--- src/rtl/min_hour_counter.sv ---
`default_nettype none
// ============================================================================
// Module   : min_hour_counter
// Brief    : Minutes/hours timekeeping stage with 12/24 h display and set mode.
// Revision : 1.0 - initial release
// ============================================================================
module min_hour_counter #(
  parameter int RESET_MIN  = 0,
  parameter int RESET_HOUR = 0
) (
  input  logic       clk,
  input  logic       rst,
  input  logic       tick_1m,
  input  logic       mode_12h,
  input  logic       set_en,
  input  logic       inc_min,
  input  logic       inc_hour,
  output logic [5:0] minutes,
  output logic [4:0] hours,
  output logic       pm,
  output logic       tick_1d
);

  localparam logic [5:0] C_MIN_RST  = 6'(RESET_MIN);
  localparam logic [4:0] C_HOUR_RST = 5'(RESET_HOUR);
  localparam logic [5:0] C_MIN_MAX  = 6'd59;
  localparam logic [4:0] C_HOUR_MAX = 5'd23;

  logic [5:0] min_q, min_d;
  logic [4:0] hr_q, hr_d;
  logic       inc_min_prev_q, inc_min_prev_d;
  logic       inc_hour_prev_q, inc_hour_prev_d;
  logic       tick_1d_q, tick_1d_d;
  logic       w_inc_min_rise;
  logic       w_inc_hour_rise;

  assign w_inc_min_rise  = inc_min & ~inc_min_prev_q;
  assign w_inc_hour_rise = inc_hour & ~inc_hour_prev_q;

  always_comb begin
    min_d           = min_q;
    hr_d            = hr_q;
    tick_1d_d       = 1'b0;
    inc_min_prev_d  = inc_min;
    inc_hour_prev_d = inc_hour;
    if (set_en) begin
      // Set mode owns the counters; any coincident tick_1m is dropped.
      if (w_inc_min_rise) begin
        min_d = (min_q == C_MIN_MAX) ? 6'd0 : min_q + 6'd1;
      end
      if (w_inc_hour_rise) begin
        hr_d = (hr_q == C_HOUR_MAX) ? 5'd0 : hr_q + 5'd1;
      end
    end else if (tick_1m) begin
      if (min_q != C_MIN_MAX) begin
        min_d = min_q + 6'd1;
      end else begin
        min_d = 6'd0;
        if (hr_q == C_HOUR_MAX) begin
          hr_d      = 5'd0;
          tick_1d_d = 1'b1;
        end else begin
          hr_d = hr_q + 5'd1;
        end
      end
    end
  end

  always_ff @(posedge clk) begin
    if (rst) begin
      min_q           <= C_MIN_RST;
      hr_q            <= C_HOUR_RST;
      inc_min_prev_q  <= 1'b0;
      inc_hour_prev_q <= 1'b0;
      tick_1d_q       <= 1'b0;
    end else begin
      min_q           <= min_d;
      hr_q            <= hr_d;
      inc_min_prev_q  <= inc_min_prev_d;
      inc_hour_prev_q <= inc_hour_prev_d;
      tick_1d_q       <= tick_1d_d;
    end
  end

  always_comb begin
    hours = hr_q;
    if (mode_12h) begin
      if (hr_q == 5'd0) begin
        hours = 5'd12;
      end else if (hr_q > 5'd12) begin
        hours = hr_q - 5'd12;
      end
    end
  end

  assign pm      = (hr_q >= 5'd12);
  assign minutes = min_q;
  assign tick_1d = tick_1d_q;

endmodule
`default_nettype wire

--- config.mk ---
export PLATFORM = sky130hd
export DESIGN_NAME = min_hour_counter
export DESIGN_NICKNAME = d
export VERILOG_FILES = /design/src/rtl/min_hour_counter.sv
export SDC_FILE = /design/constraint.sdc
export NUM_CORES = 1
export LEC_CHECK = 0
export BUFFER_PORTS_ARGS = -buffer_cell sky130_fd_sc_hd__buf_2
export CAP_MARGIN = 0
export CELL_PAD_IN_SITES_DETAIL_PLACEMENT = 2
export CELL_PAD_IN_SITES_GLOBAL_PLACEMENT = 2
export CORE_ASPECT_RATIO = 0.6
export CORE_UTILIZATION = 29
export CTS_CLUSTER_DIAMETER = 120
export DETAILED_ROUTE_END_ITERATION = 10
export MAX_ROUTING_LAYER = met4
export PLACE_DENSITY_LB_ADDON = 0.1
export SKIP_CTS_REPAIR_TIMING = 1
export SLEW_MARGIN = 40
export SYNTH_ARGS = -nofsm -noshare
export SYNTH_HDL_FRONTEND = slang
export SYNTH_SLANG_ARGS = --single-unit
--- constraint.sdc ---
create_clock -name clk -period 1.55 [get_ports clk]
set_input_delay 0.155 -clock clk [delete_from_list [all_inputs] [get_ports clk]]
set_output_delay 0.155 -clock clk [all_outputs]
set_load 0.01 [all_outputs]
==> out/qor.tcl, run 1 <==
set qor(dieHeight_um) 43.1
set qor(report.final.setup_viol) 5
set qor(cp_data_required_time_ns) 1.39
set qor(commonest_cells_after_routing_fill_and_taps_aside) {19 x sky130_fd_sc_hd__buf_2, 15 x sky130_fd_sc_hd__buf_4, 10 x sky130_fd_sc_hd__nand2_1, 10 x sky130_fd_sc_hd__a21oi_1, 10 x sky130_fd_sc_hd__dfxtp_1}
set qor(fin_ws_ns) -0.156
set qor(drt_first_pass_iters) 4
set qor(status) {finished with violations}
set qor(portBuffers) 19
set qor(post_synthesis_cell_count) 100
set qor(route.detailed.vias_per_inst) 5.13
set qor(timing.clock.skew_ns) 0.00503
set qor(grt_max_degree) 13
set qor(worst_skew_pair.late_latency_ns) 0.25
set qor(post-place-ws_ns) 0.0323
set qor(relSlewSlack) 0.763
set qor(number_of_global_route_vias_before_repair) 928
set qor(synth-seq-area-share) 0.344
set qor(synth_seq_cells) 14
set qor(layout-drive-gt1-share) 0.363
set qor(timing.setup.tns_ns) -0.534
set qor(synth_flop_cell) {sky130_fd_sc_hd__dfxtp_1}
set qor(clk_pin_slew_worst_paths_ns) 0.06
set qor(grt_use_met1) 0.297
set qor(cell_chosen_for_the_clock_root) {sky130_fd_sc_hd__clkbuf_8}
set qor(fmax_ghz) 0.586
set qor(clockBufferDepth) 2
set qor(holdCritPathClass) {in -> reg}
set qor(drt_drc_violations_left) 0
set qor(p_leak_uw) 0.000492
set qor(global_route_track_usage_on_met2) 0.307
set qor(design.portCount) 20
set qor(timing.max_cap.violations) 0
set qor(synth.distinct_cells) 28
set qor(post_synth_instance_area_sq_um) 815
set qor(overall_power_after_layout_uw) 807
set qor(antenna_left) 0
set qor(globalRoute.totalOverflow) 0
set qor(violations) {setup timing}
set qor(floorplan.core_area_sq_mm) 0.00257
set qor(grt_pass1_wl_um) 4650
set qor(clock_sink_count) 14
set qor(finalNetCount) 150
set qor(busiest_layer_in_global_routing) {met2}
set qor(flow.area_growth_from_synthesis_pct) 39.2
set qor(global_route.usage.total) 0.212
set qor(worst_endpoint_data_arrival_time_ns) 1.55
set qor(met3_resource_use_gr) 0.0570
set qor(mostFrequentLayoutCell) {sky130_fd_sc_hd__buf_2}
set qor(tightestPinTransition_ns) 0.353
set qor(via_count) 856
set qor(worst-setup-path-type) {reg -> out}
set qor(drt_first_iter_violations) 58
set qor(yosysWarnings) 0
set qor(power.density_cell_area_mw_per_mm2) 712
set qor(slew_violations) 0
set qor(antennaDiodeCount) 0
set qor(worst_ir_drop_vdd_mv) 0.513
set qor(syn-mean-instance-area_sq_um) 8.15
set qor(clock_tree.htree_level_count) 1
set qor(fin_crit_sh) 1.10
set qor(final_design_area_no_fill_sq_mm) 0.00113
set qor(row_count) 14
set qor(totalWireLength_um) 2890
set qor(tritoncts) {yes}
set qor(synth_fp_nets) 113
set qor(post_drt_wl_per_cell_um) 17.3
set qor(post_dp_cell_area_sq_mm) 0.00103
set qor(edff_count_synth) 0
set qor(initial_antenna_violation_count) 0
set qor(async_reset_ff_frac) 0
set qor(cp_max_fo) 4
set qor(finalWeightedCongestion) 0.746
set qor(effective_utilization_at_floorplan) 0.316
set qor(setup.worst_path.end_class) {output pin}
set qor(die_area_sq_mm) 0.00303
set qor(cts_inserted_buffers) 3
set qor(timing.final.crit_period_ns) 1.71
set qor(critical_path.startpoint_type) {flop}
set qor(dp_hpwl_um) 2300
set qor(die_x_um) 70.4
set qor(rsz0062_at_grt) {yes}
set qor(report.final.hold_viol_count) 0
layout make-up:
type | count | area [sq um]
flip-flops and latches | 14 | 288
well taps | 32 | 40.0
inverters | 6 | 22.5
fillers | 296 | 1440
multi-input cells | 77 | 523
clock buffers | 3 | 41.3
repair buffers | 35 | 219
synthesized netlist by cell type (all sizes together), types with 2 or more instances:
| master | instances | area share |
|---|---|---|
| nor3 | 4 | 0.025 |
| a21oi | 10 | 0.061 |
| nor2 | 7 | 0.032 |
| xnor2 | 5 | 0.054 |
| nand4b | 2 | 0.022 |
| and2 | 3 | 0.023 |
| o21ai | 6 | 0.037 |
| a211oi | 2 | 0.018 |
| and3 | 2 | 0.015 |
| dfxtp | 14 | 0.34 |
| inv | 6 | 0.028 |
| nor2b | 2 | 0.015 |
| nand3b | 2 | 0.018 |
| nand2 | 10 | 0.046 |
| ha | 6 | 0.092 |
| clkbuf | 2 | 0.0092 |
| nand3 | 8 | 0.049 |
per-stage QoR:
stage	util	hold WS, ns	instances
finish	0.440	0.165	167
global route	0.440	0.185	167
CTS	0.417	0.166	164
detailed placement	0.401	0.414	161
global placement	0.401	0.388	161
floorplan	-	0.283	100
power breakdown:
part | leakage, uW | internal, uW | switching [uW] | total (uW)
clock network | 0.0000216 | 172 | 133 | 305
logic | 0.000354 | 55.3 | 68.1 | 123
registers | 0.000116 | 370 | 8.50 | 379
metal layers:
| layer | vias to the layer above | routed length (um) | share of wire |
|---|---|---|---|
| met2 | 10 | 1230 | 0.42 |
| met1 | 415 | 1580 | 0.55 |
| met4 | 0 | 8 | 0.0028 |
| li1 | 429 | - | - |
| met3 | 2 | 75 | 0.026 |
| met5 | - | 0 | 0 |
worst max-delay path: stages (launching register included):
cell,delay [ns]
sky130_fd_sc_hd__dfxtp_4,0.37
sky130_fd_sc_hd__inv_2,0.04
sky130_fd_sc_hd__or4_4,0.53
sky130_fd_sc_hd__o21ai_2,0.13
sky130_fd_sc_hd__and2_1,0.12
sky130_fd_sc_hd__buf_2,0.12
path summary, 6_finish.rpt:
kind | start | to | slack (ns) | cells after the start
worst max-delay path | hr_q[2] | hours[4] | -0.16 | 5
worst min-delay path | inc_min | inc_min_prev_q | 0.16 | 2
worst max register to register | minutes[0] | hr_q[1] | 0.09 | 6
worst min register to register | minutes[4] | minutes[4] | 0.55 | 2
registers in the layout, summed over array words and instances, names as in the netlist:
name and flops:
inc_min_prev_q 1, hr_q 5, minutes 6, inc_hour_prev_q 1
tick_1d 1
logic make-up after synthesis:
kind of cell,count (synthesis),share of synthesized area
AOI/OAI and AO/OA,24,0.201
xor gates and xnor gates,5,0.0538
adders and majority gates,6,0.0922
buffers and inverters,9,0.0461
DFF,14,0.344
and+or+nand+nor,42,0.263
Power figures use the tool's default switching activity.
==> run 2, diff against run 1 <==
--- a/constraint.sdc
+++ b/constraint.sdc
@@ -3,2 +3,2 @@
 set_output_delay 0.155 -clock clk [all_outputs]
-set_load 0.01 [all_outputs]
+set_load 0.1 [all_outputs]
==> run 2 against run 1 <==
Net effect: the flow still finishes with violations (setup timing); sequential share of layout area fell by 2.0 points; hold slack got worse by 0.036 ns; fmax decreased by 7.5%; critical path depth unchanged; non-clock buffer count is 3 lower; critical path type unchanged; via count increased by 6.1%; routed wire length grew 24%; first-iteration DRC count is 1.7% lower.
==> out/qor.tcl, run 2 (synthesized netlist as in run 1, its figures left out) <==
set qor(status) {finished with violations} ;# unchanged
set qor(globalRoute.totalOverflow) 0 ;# unchanged
set qor(drt_first_pass_iters) 4 ;# unchanged
set qor(regToRegEndpoint) {hr_q[4]} ;# was hr_q[1]
set qor(cell_chosen_for_the_clock_root) {sky130_fd_sc_hd__clkbuf_8} ;# unchanged
set qor(die_x_um) 70.4 ;# unchanged
set qor(hold_slack_ns) 0.129 ;# was 0.165 ns
set qor(utilization) 0.516 ;# was 0.440
set qor(die_area_sq_mm) 0.00303 ;# unchanged
set qor(worst_ir_drop_vdd_mv) 0.422 ;# was 0.513 mV
set qor(timing.setup.tns_ns) -1.30 ;# was -0.534 ns
set qor(tritoncts) {yes} ;# unchanged
set qor(timing.clock.skew_ns) 0.00643 ;# was 0.00503 ns
set qor(timing.max_cap.violations) 0 ;# unchanged
set qor(number_of_global_route_vias_before_repair) 965 ;# was 928
set qor(global_route.usage.total) 0.233 ;# was 0.212
set qor(cp_data_required_time_ns) 1.39 ;# about the same
set qor(power.switching_uw) 326 ;# was 209 uW
set qor(report.final.setup_viol) 5 ;# unchanged
set qor(r2r_slack_ns) 0 ;# was 0.09 ns
set qor(busiest_layer_in_global_routing) {met2} ;# unchanged
set qor(layout-drive-gt1-share) 0.481 ;# was 0.363
set qor(p_comb_frac) 0.254 ;# was 0.153
set qor(worst-setup-path-type) {reg -> out} ;# unchanged
set qor(slew_violations) 0 ;# unchanged
set qor(rsz0062_at_grt) {yes} ;# unchanged
set qor(report.final.hold_viol_count) 0 ;# unchanged
set qor(crit_path_max_incr_delay_ns) 0.51 ;# was 0.53 ns
set qor(flow.area_growth_from_synthesis_pct) 63.1 ;# was 39.2%
set qor(swShare) 0.345 ;# was 0.259
set qor(grt_max_degree) 13 ;# unchanged
set qor(route.detailed.vias_per_inst) 5.50 ;# was 5.13
set qor(clock_tree.htree_level_count) 1 ;# unchanged
set qor(hp-start) {inc_min} ;# unchanged
set qor(grt_use_met1) 0.299 ;# was 0.297
set qor(worst_endpoint_data_arrival_time_ns) 1.69 ;# was 1.55 ns
set qor(holdCritPathClass) {in -> reg} ;# unchanged
set qor(commonest_cells_after_routing_fill_and_taps_aside) {13 x sky130_fd_sc_hd__buf_2, 11 x sky130_fd_sc_hd__buf_4, 10 x sky130_fd_sc_hd__a21oi_1} ;# was 19 x sky130_fd_sc_hd__buf_2, 15 x sky130_fd_sc_hd__buf_4, 10 x sky130_fd_sc_hd__nand2_1, 10 x sky130_fd_sc_hd__a21oi_1, 10 x sky130_fd_sc_hd__dfxtp_1
set qor(hold_path_depth) 2 ;# unchanged
set qor(fmax_ghz) 0.542 ;# was 0.586 GHz
set qor(internal-power_uw) 619 ;# was 598 uW
set qor(setup.worst_path.end_class) {output pin} ;# unchanged
set qor(clock_power_share) 0.348 ;# was 0.378
set qor(mostFrequentLayoutCell) {sky130_fd_sc_hd__buf_2} ;# unchanged
set qor(fin_ws_ns) -0.294 ;# was -0.156 ns
set qor(post_drt_wl_per_cell_um) 21.6 ;# was 17.3 um
set qor(cts_inserted_buffers) 3 ;# unchanged
set qor(clk_pin_slew_worst_paths_ns) 0.07 ;# was 0.06 ns
set qor(portBuffers) 19 ;# unchanged
set qor(finalWeightedCongestion) 0.762 ;# was 0.746
set qor(via_count) 908 ;# was 856
set qor(global_route_track_usage_on_met2) 0.371 ;# was 0.307
set qor(clockBufferDepth) 2 ;# unchanged
set qor(floorplan.core_area_sq_mm) 0.00257 ;# unchanged
set qor(timing.final.crit_period_ns) 1.84 ;# was 1.71 ns
set qor(violations) {setup timing} ;# unchanged
set qor(drt_first_iter_violations) 57 ;# was 58
set qor(antenna_left) 0 ;# unchanged
set qor(worst_skew_pair.late_latency_ns) 0.26 ;# was 0.25 ns
set qor(totalWireLength_um) 3570 ;# was 2890 um
set qor(worstHoldEndpoint) {inc_min_prev_q} ;# unchanged
set qor(tightestPinTransition_ns) 0.502 ;# was 0.353 ns
set qor(fin_crit_sh) 1.19 ;# was 1.10
set qor(r2r_cells) 6 ;# unchanged
set qor(cell_by_cell_listing_of_the_critical_path) {inv_2, or4_1, o21ai_1, and2_4, buf_12} ;# was inv_2, or4_4, o21ai_2, and2_1, buf_2
set qor(p_leak_uw) 0.000524 ;# was 0.000492 uW
set qor(critical_path.startpoint_type) {flop} ;# unchanged
set qor(effective_utilization_at_floorplan) 0.316 ;# unchanged
set qor(largest_register_ffs) 6 ;# unchanged
set qor(relSlewSlack) 0.668 ;# was 0.763
set qor(dp_hpwl_um) 2270 ;# was 2300 um
set qor(grt_pass1_wl_um) 5010 ;# was 4650 um
set qor(clock_sink_count) 14 ;# unchanged
set qor(timing.rr.start) {minutes[0]} ;# unchanged
set qor(timing.critical_path.buf_inv) 2 ;# unchanged
set qor(power.density_cell_area_mw_per_mm2) 712 ;# about the same
set qor(met3_resource_use_gr) 0.0570 ;# unchanged
set qor(share_of_power_burned_in_registers) 0.398 ;# was 0.469
set qor(finalNetCount) 147 ;# was 150
set qor(cpLargestDelayFamily) {simple AND/OR/NAND/NOR gates} ;# unchanged
set qor(crit_slowest_cell) {sky130_fd_sc_hd__or4_1} ;# was sky130_fd_sc_hd__or4_4
set qor(design.portCount) 20 ;# unchanged
set qor(dieHeight_um) 43.1 ;# unchanged
set qor(final.fill_count) 277 ;# was 296
set qor(initial_antenna_violation_count) 0 ;# unchanged
set qor(drt_drc_violations_left) 0 ;# unchanged
set qor(antennaDiodeCount) 0 ;# unchanged
set qor(cp_max_fo) 4 ;# unchanged
set qor(row_count) 14 ;# unchanged
==> run 2: cell count changes in the layout (fill, tap and decap cells not counted), moves of 4 or more <==
cell | before | now
sky130_fd_sc_hd__dfxtp_1 | 10 | 4
sky130_fd_sc_hd__buf_12 | 0 | 7
sky130_fd_sc_hd__buf_2 | 19 | 13
sky130_fd_sc_hd__buf_4 | 15 | 11
sky130_fd_sc_hd__dfxtp_4 | 1 | 7
==> run 2: area by class of cell <==
class                   instances  area (sq um)  area share
well taps                      32          40.0      0.0301
clock buffers                   3          41.3      0.0311
clock inverters                 1          3.75     0.00282
repair buffers                 32           299       0.225
flip-flops and latches         14           310       0.234
inverters                       6          22.5      0.0169
multi-input cells              77           612       0.460
==> run 2: through the flow <==
stage                     instance area [sq um]  setup slack [ns]  std cells  total power, uW
after floorplan                             945           -0.0255        100              536
after global placement                     1220            0.0306        157              605
after detailed placement                   1220          -0.00649        157              613
after CTS                                  1270            -0.291        161              939
after global routing                       1330            -0.368        165              977
final                                      1330            -0.294        165              946
==> run 2: worst max path at each step <==
stage | start | end | cells after the start
after global routing | hr_q[2] | hours[4] | 5
after CTS | hr_q[3] | hours[4] | 5
after detailed placement | hr_q[2] | hours[4] | 5
after global placement | hr_q[2] | hours[4] | 5
final | hr_q[2] | hours[4] | 5
after floorplan | hr_q[2] | hours[2] | 5
==> run 2: metal layers <==
| layer | vias up | routed length, um | part of all wire |
|---|---|---|---|
| li1 | 417 | - | - |
| met1 | 455 | 1680 | 0.47 |
| met2 | 31 | 1680 | 0.47 |
| met3 | 5 | 186 | 0.052 |
| met4 | 0 | 25 | 0.0070 |
| met5 | - | 0 | 0 |
==> run 2: power groups by stage <==
stage               logic (uW)  clock network (uW)  registers (uW)
global placement           222                   0             383
floorplan                  110                   0             426
global route               252                 348             377
CTS                        231                 331             376
finish                     240                 329             376
detailed placement         228                   0             384
==> run 2: worst reg2reg max path: cells and delay by family, from the launching register on <==
kind,cells,cell delay (ns)
compound gates,2,0.49
flops,1,0.37
simple gates,2,0.29
buf+inv,1,0.19
fa+ha+maj,1,0.14
==> run 3, diff against run 2 <==
Settings changed: RECOVER_POWER set to 100.
==> run 3 against run 2 <==
Net effect: the run still ends with setup timing left; power down 0.56%; first-iteration DRC count down 21%; sequential power about the same; count of clock-buffer cells in the layout is the same; routed wire length rose by 0.62%; hold slack improved by 0.0010 ns; setup slack lost 0.0011 ns; utilization down 1.2 points; critical endpoint unchanged; non-clock buffer count is the same; fmax about the same.
==> out/qor.tcl, run 3 (synthesized netlist as in run 1, its figures left out) <==
set qor(via_count) 924 ;# was 908
set qor(ff_latch_area_sq_um) 305 ;# was 310 sq um
set qor(timing.clock.skew_ns) 0.00741 ;# was 0.00643 ns
set qor(status) {finished with violations} ;# unchanged
set qor(worstHoldEndpoint) {inc_min_prev_q} ;# unchanged
set qor(effective_utilization_at_floorplan) 0.316 ;# unchanged
set qor(largest_register_ffs) 6 ;# unchanged
set qor(report.final.setup_viol) 10 ;# was 5
set qor(layout-drive-gt1-share) 0.451 ;# was 0.481
set qor(grt_max_degree) 13 ;# unchanged
set qor(cell_by_cell_listing_of_the_critical_path) {inv_2, or4_1, o21ai_1, and2_4, buf_12} ;# unchanged
set qor(portBuffers) 19 ;# unchanged
set qor(p_leak_uw) 0.000513 ;# was 0.000524 uW
set qor(global_route.usage.total) 0.233 ;# unchanged
set qor(globalRoute.totalOverflow) 0 ;# unchanged
set qor(timing.critical_path.buf_inv) 2 ;# unchanged
set qor(worst_skew_pair.late_latency_ns) 0.26 ;# about the same
set qor(finalWeightedCongestion) 0.762 ;# unchanged
set qor(cp_data_required_time_ns) 1.39 ;# about the same
set qor(slew_violations) 0 ;# unchanged
set qor(fin_crit_sh) 1.19 ;# about the same
set qor(finalNetCount) 147 ;# unchanged
set qor(hold_path_depth) 2 ;# unchanged
set qor(drt_first_iter_violations) 45 ;# was 57
set qor(drt_drc_violations_left) 0 ;# unchanged
set qor(design.portCount) 20 ;# unchanged
set qor(worst_ir_drop_vdd_mv) 0.438 ;# was 0.422 mV
set qor(tightestPinTransition_ns) 0.606 ;# was 0.502 ns
set qor(power.density_cell_area_mw_per_mm2) 725 ;# was 712 mW/mm^2
set qor(report.final.hold_viol_count) 0 ;# unchanged
set qor(r2r_cells) 5 ;# was 6
set qor(antenna_left) 0 ;# unchanged
set qor(dp_hpwl_um) 2270 ;# unchanged
set qor(multi_input_area_sq_um) 599 ;# was 612 sq um
set qor(clockBufferDepth) 2 ;# unchanged
set qor(cell_chosen_for_the_clock_root) {sky130_fd_sc_hd__clkbuf_8} ;# unchanged
set qor(crit_path_max_incr_delay_ns) 0.51 ;# about the same
set qor(timing.final.crit_period_ns) 1.84 ;# about the same
set qor(dieHeight_um) 43.1 ;# unchanged
set qor(timing.max_cap.violations) 0 ;# unchanged
set qor(r2r_slack_ns) -0.13 ;# was 0 ns
set qor(timing.setup.tns_ns) -1.76 ;# was -1.30 ns
set qor(die_area_sq_mm) 0.00303 ;# unchanged
set qor(utilization) 0.504 ;# was 0.516
set qor(final_cell_count_no_fill) 165 ;# unchanged
set qor(post_drt_wl_per_cell_um) 21.8 ;# was 21.6 um
set qor(clk_pin_slew_worst_paths_ns) 0.07 ;# about the same
set qor(relSlewSlack) 0.596 ;# was 0.668
set qor(antennaDiodeCount) 0 ;# unchanged
set qor(drt_first_pass_iters) 4 ;# unchanged
set qor(final_design_area_no_fill_sq_mm) 0.00130 ;# was 0.00133 sq mm
set qor(mostFrequentLayoutCell) {sky130_fd_sc_hd__buf_4} ;# was sky130_fd_sc_hd__buf_2
set qor(violations) {setup timing} ;# unchanged
set qor(clock_sink_count) 14 ;# unchanged
set qor(post_dp_cell_area_sq_mm) 0.00122 ;# unchanged
set qor(floorplan.core_area_sq_mm) 0.00257 ;# unchanged
set qor(worst-setup-path-type) {reg -> out} ;# unchanged
set qor(cts_inserted_buffers) 3 ;# unchanged
set qor(crit_slowest_cell) {sky130_fd_sc_hd__or4_1} ;# unchanged
set qor(route.detailed.vias_per_inst) 5.60 ;# was 5.50
set qor(clock_tree.htree_level_count) 1 ;# unchanged
set qor(hp-start) {inc_min} ;# unchanged
set qor(grt_pass1_wl_um) 5010 ;# unchanged
set qor(timing.rr.start) {minutes[0]} ;# unchanged
set qor(tritoncts) {yes} ;# unchanged
set qor(cp_max_fo) 4 ;# unchanged
set qor(flow.area_growth_from_synthesis_pct) 59.3 ;# was 63.1%
set qor(critical_path.startpoint_type) {flop} ;# unchanged
set qor(rsz0062_at_grt) {yes} ;# unchanged
set qor(commonest_cells_after_routing_fill_and_taps_aside) {12 x sky130_fd_sc_hd__buf_4, 10 x sky130_fd_sc_hd__a21oi_1, 9 x sky130_fd_sc_hd__nand2_1} ;# was 13 x sky130_fd_sc_hd__buf_2, 11 x sky130_fd_sc_hd__buf_4, 10 x sky130_fd_sc_hd__a21oi_1
set qor(initial_antenna_violation_count) 0 ;# unchanged
set qor(regToRegEndpoint) {hr_q[4]} ;# unchanged
set qor(totalWireLength_um) 3590 ;# was 3570 um
set qor(setup.worst_path.end_class) {output pin} ;# unchanged
set qor(die_x_um) 70.4 ;# unchanged
set qor(number_of_global_route_vias_before_repair) 965 ;# unchanged
set qor(cpLargestDelayFamily) {simple AND/OR/NAND/NOR gates} ;# unchanged
set qor(row_count) 14 ;# unchanged
set qor(holdCritPathClass) {in -> reg} ;# unchanged
set qor(fin_ws_ns) -0.295 ;# was -0.294 ns
set qor(worst_endpoint_data_arrival_time_ns) 1.69 ;# about the same
set qor(dpl.cell_count) 157 ;# unchanged
set qor(final.fill_count) 280 ;# was 277
set qor(fmax_ghz) 0.542 ;# about the same
-- run 3: how the worst max path moves through the flow --
stage	from	endpoint	slack (ns)	depth (start not counted)
floorplan	hr_q[2]	hours[2]	-0.03	5
global placement	hr_q[2]	hours[4]	0.03	5
detailed placement	hr_q[2]	hours[4]	-0.006	5
CTS	hr_q[3]	hours[4]	-0.29	5
global route	hr_q[2]	hours[4]	-0.37	5
finish	hr_q[2]	hours[4]	-0.29	5
-- run 3: metrics by stage --
stage	worst slack, ns	hold WS [ns]	power [uW]
floorplan	-0.0255	0.283	536
global placement	0.0306	0.385	605
detailed placement	-0.00649	0.393	613
CTS	-0.291	0.132	939
global route	-0.368	0.142	971
finish	-0.295	0.130	940
-- run 3: report_power, final --
part / switching (uW) / internal [uW]
clock network: 153 / 176
logic: 161 / 77.1
registers: 10.8 / 362
-- run 3: final cells by class --
type / instances / share of cell area
repair buffers: 32 / 0.220
clock buffers: 3 / 0.0318
well taps: 32 / 0.0309
clock inverters: 1 / 0.00289
inverters: 6 / 0.0174
flip-flops and latches: 14 / 0.235
multi-input cells: 77 / 0.462
-- run 3: per-layer routing --
layer	routed length [um]	global-route usage
met5	0	-
met4	17	0.0520
met3	218	0.0570
met2	1690	0.371
met1	1660	0.299
-- run 3: worst register-to-register path: stages (launching register included) --
cell and delay (ns):
sky130_fd_sc_hd__dfxtp_1 0.39, sky130_fd_sc_hd__ha_1 0.23, sky130_fd_sc_hd__nand3b_1 0.21, sky130_fd_sc_hd__o32a_1 0.41
sky130_fd_sc_hd__o21ai_1 0.22, sky130_fd_sc_hd__a21oi_1 0.09
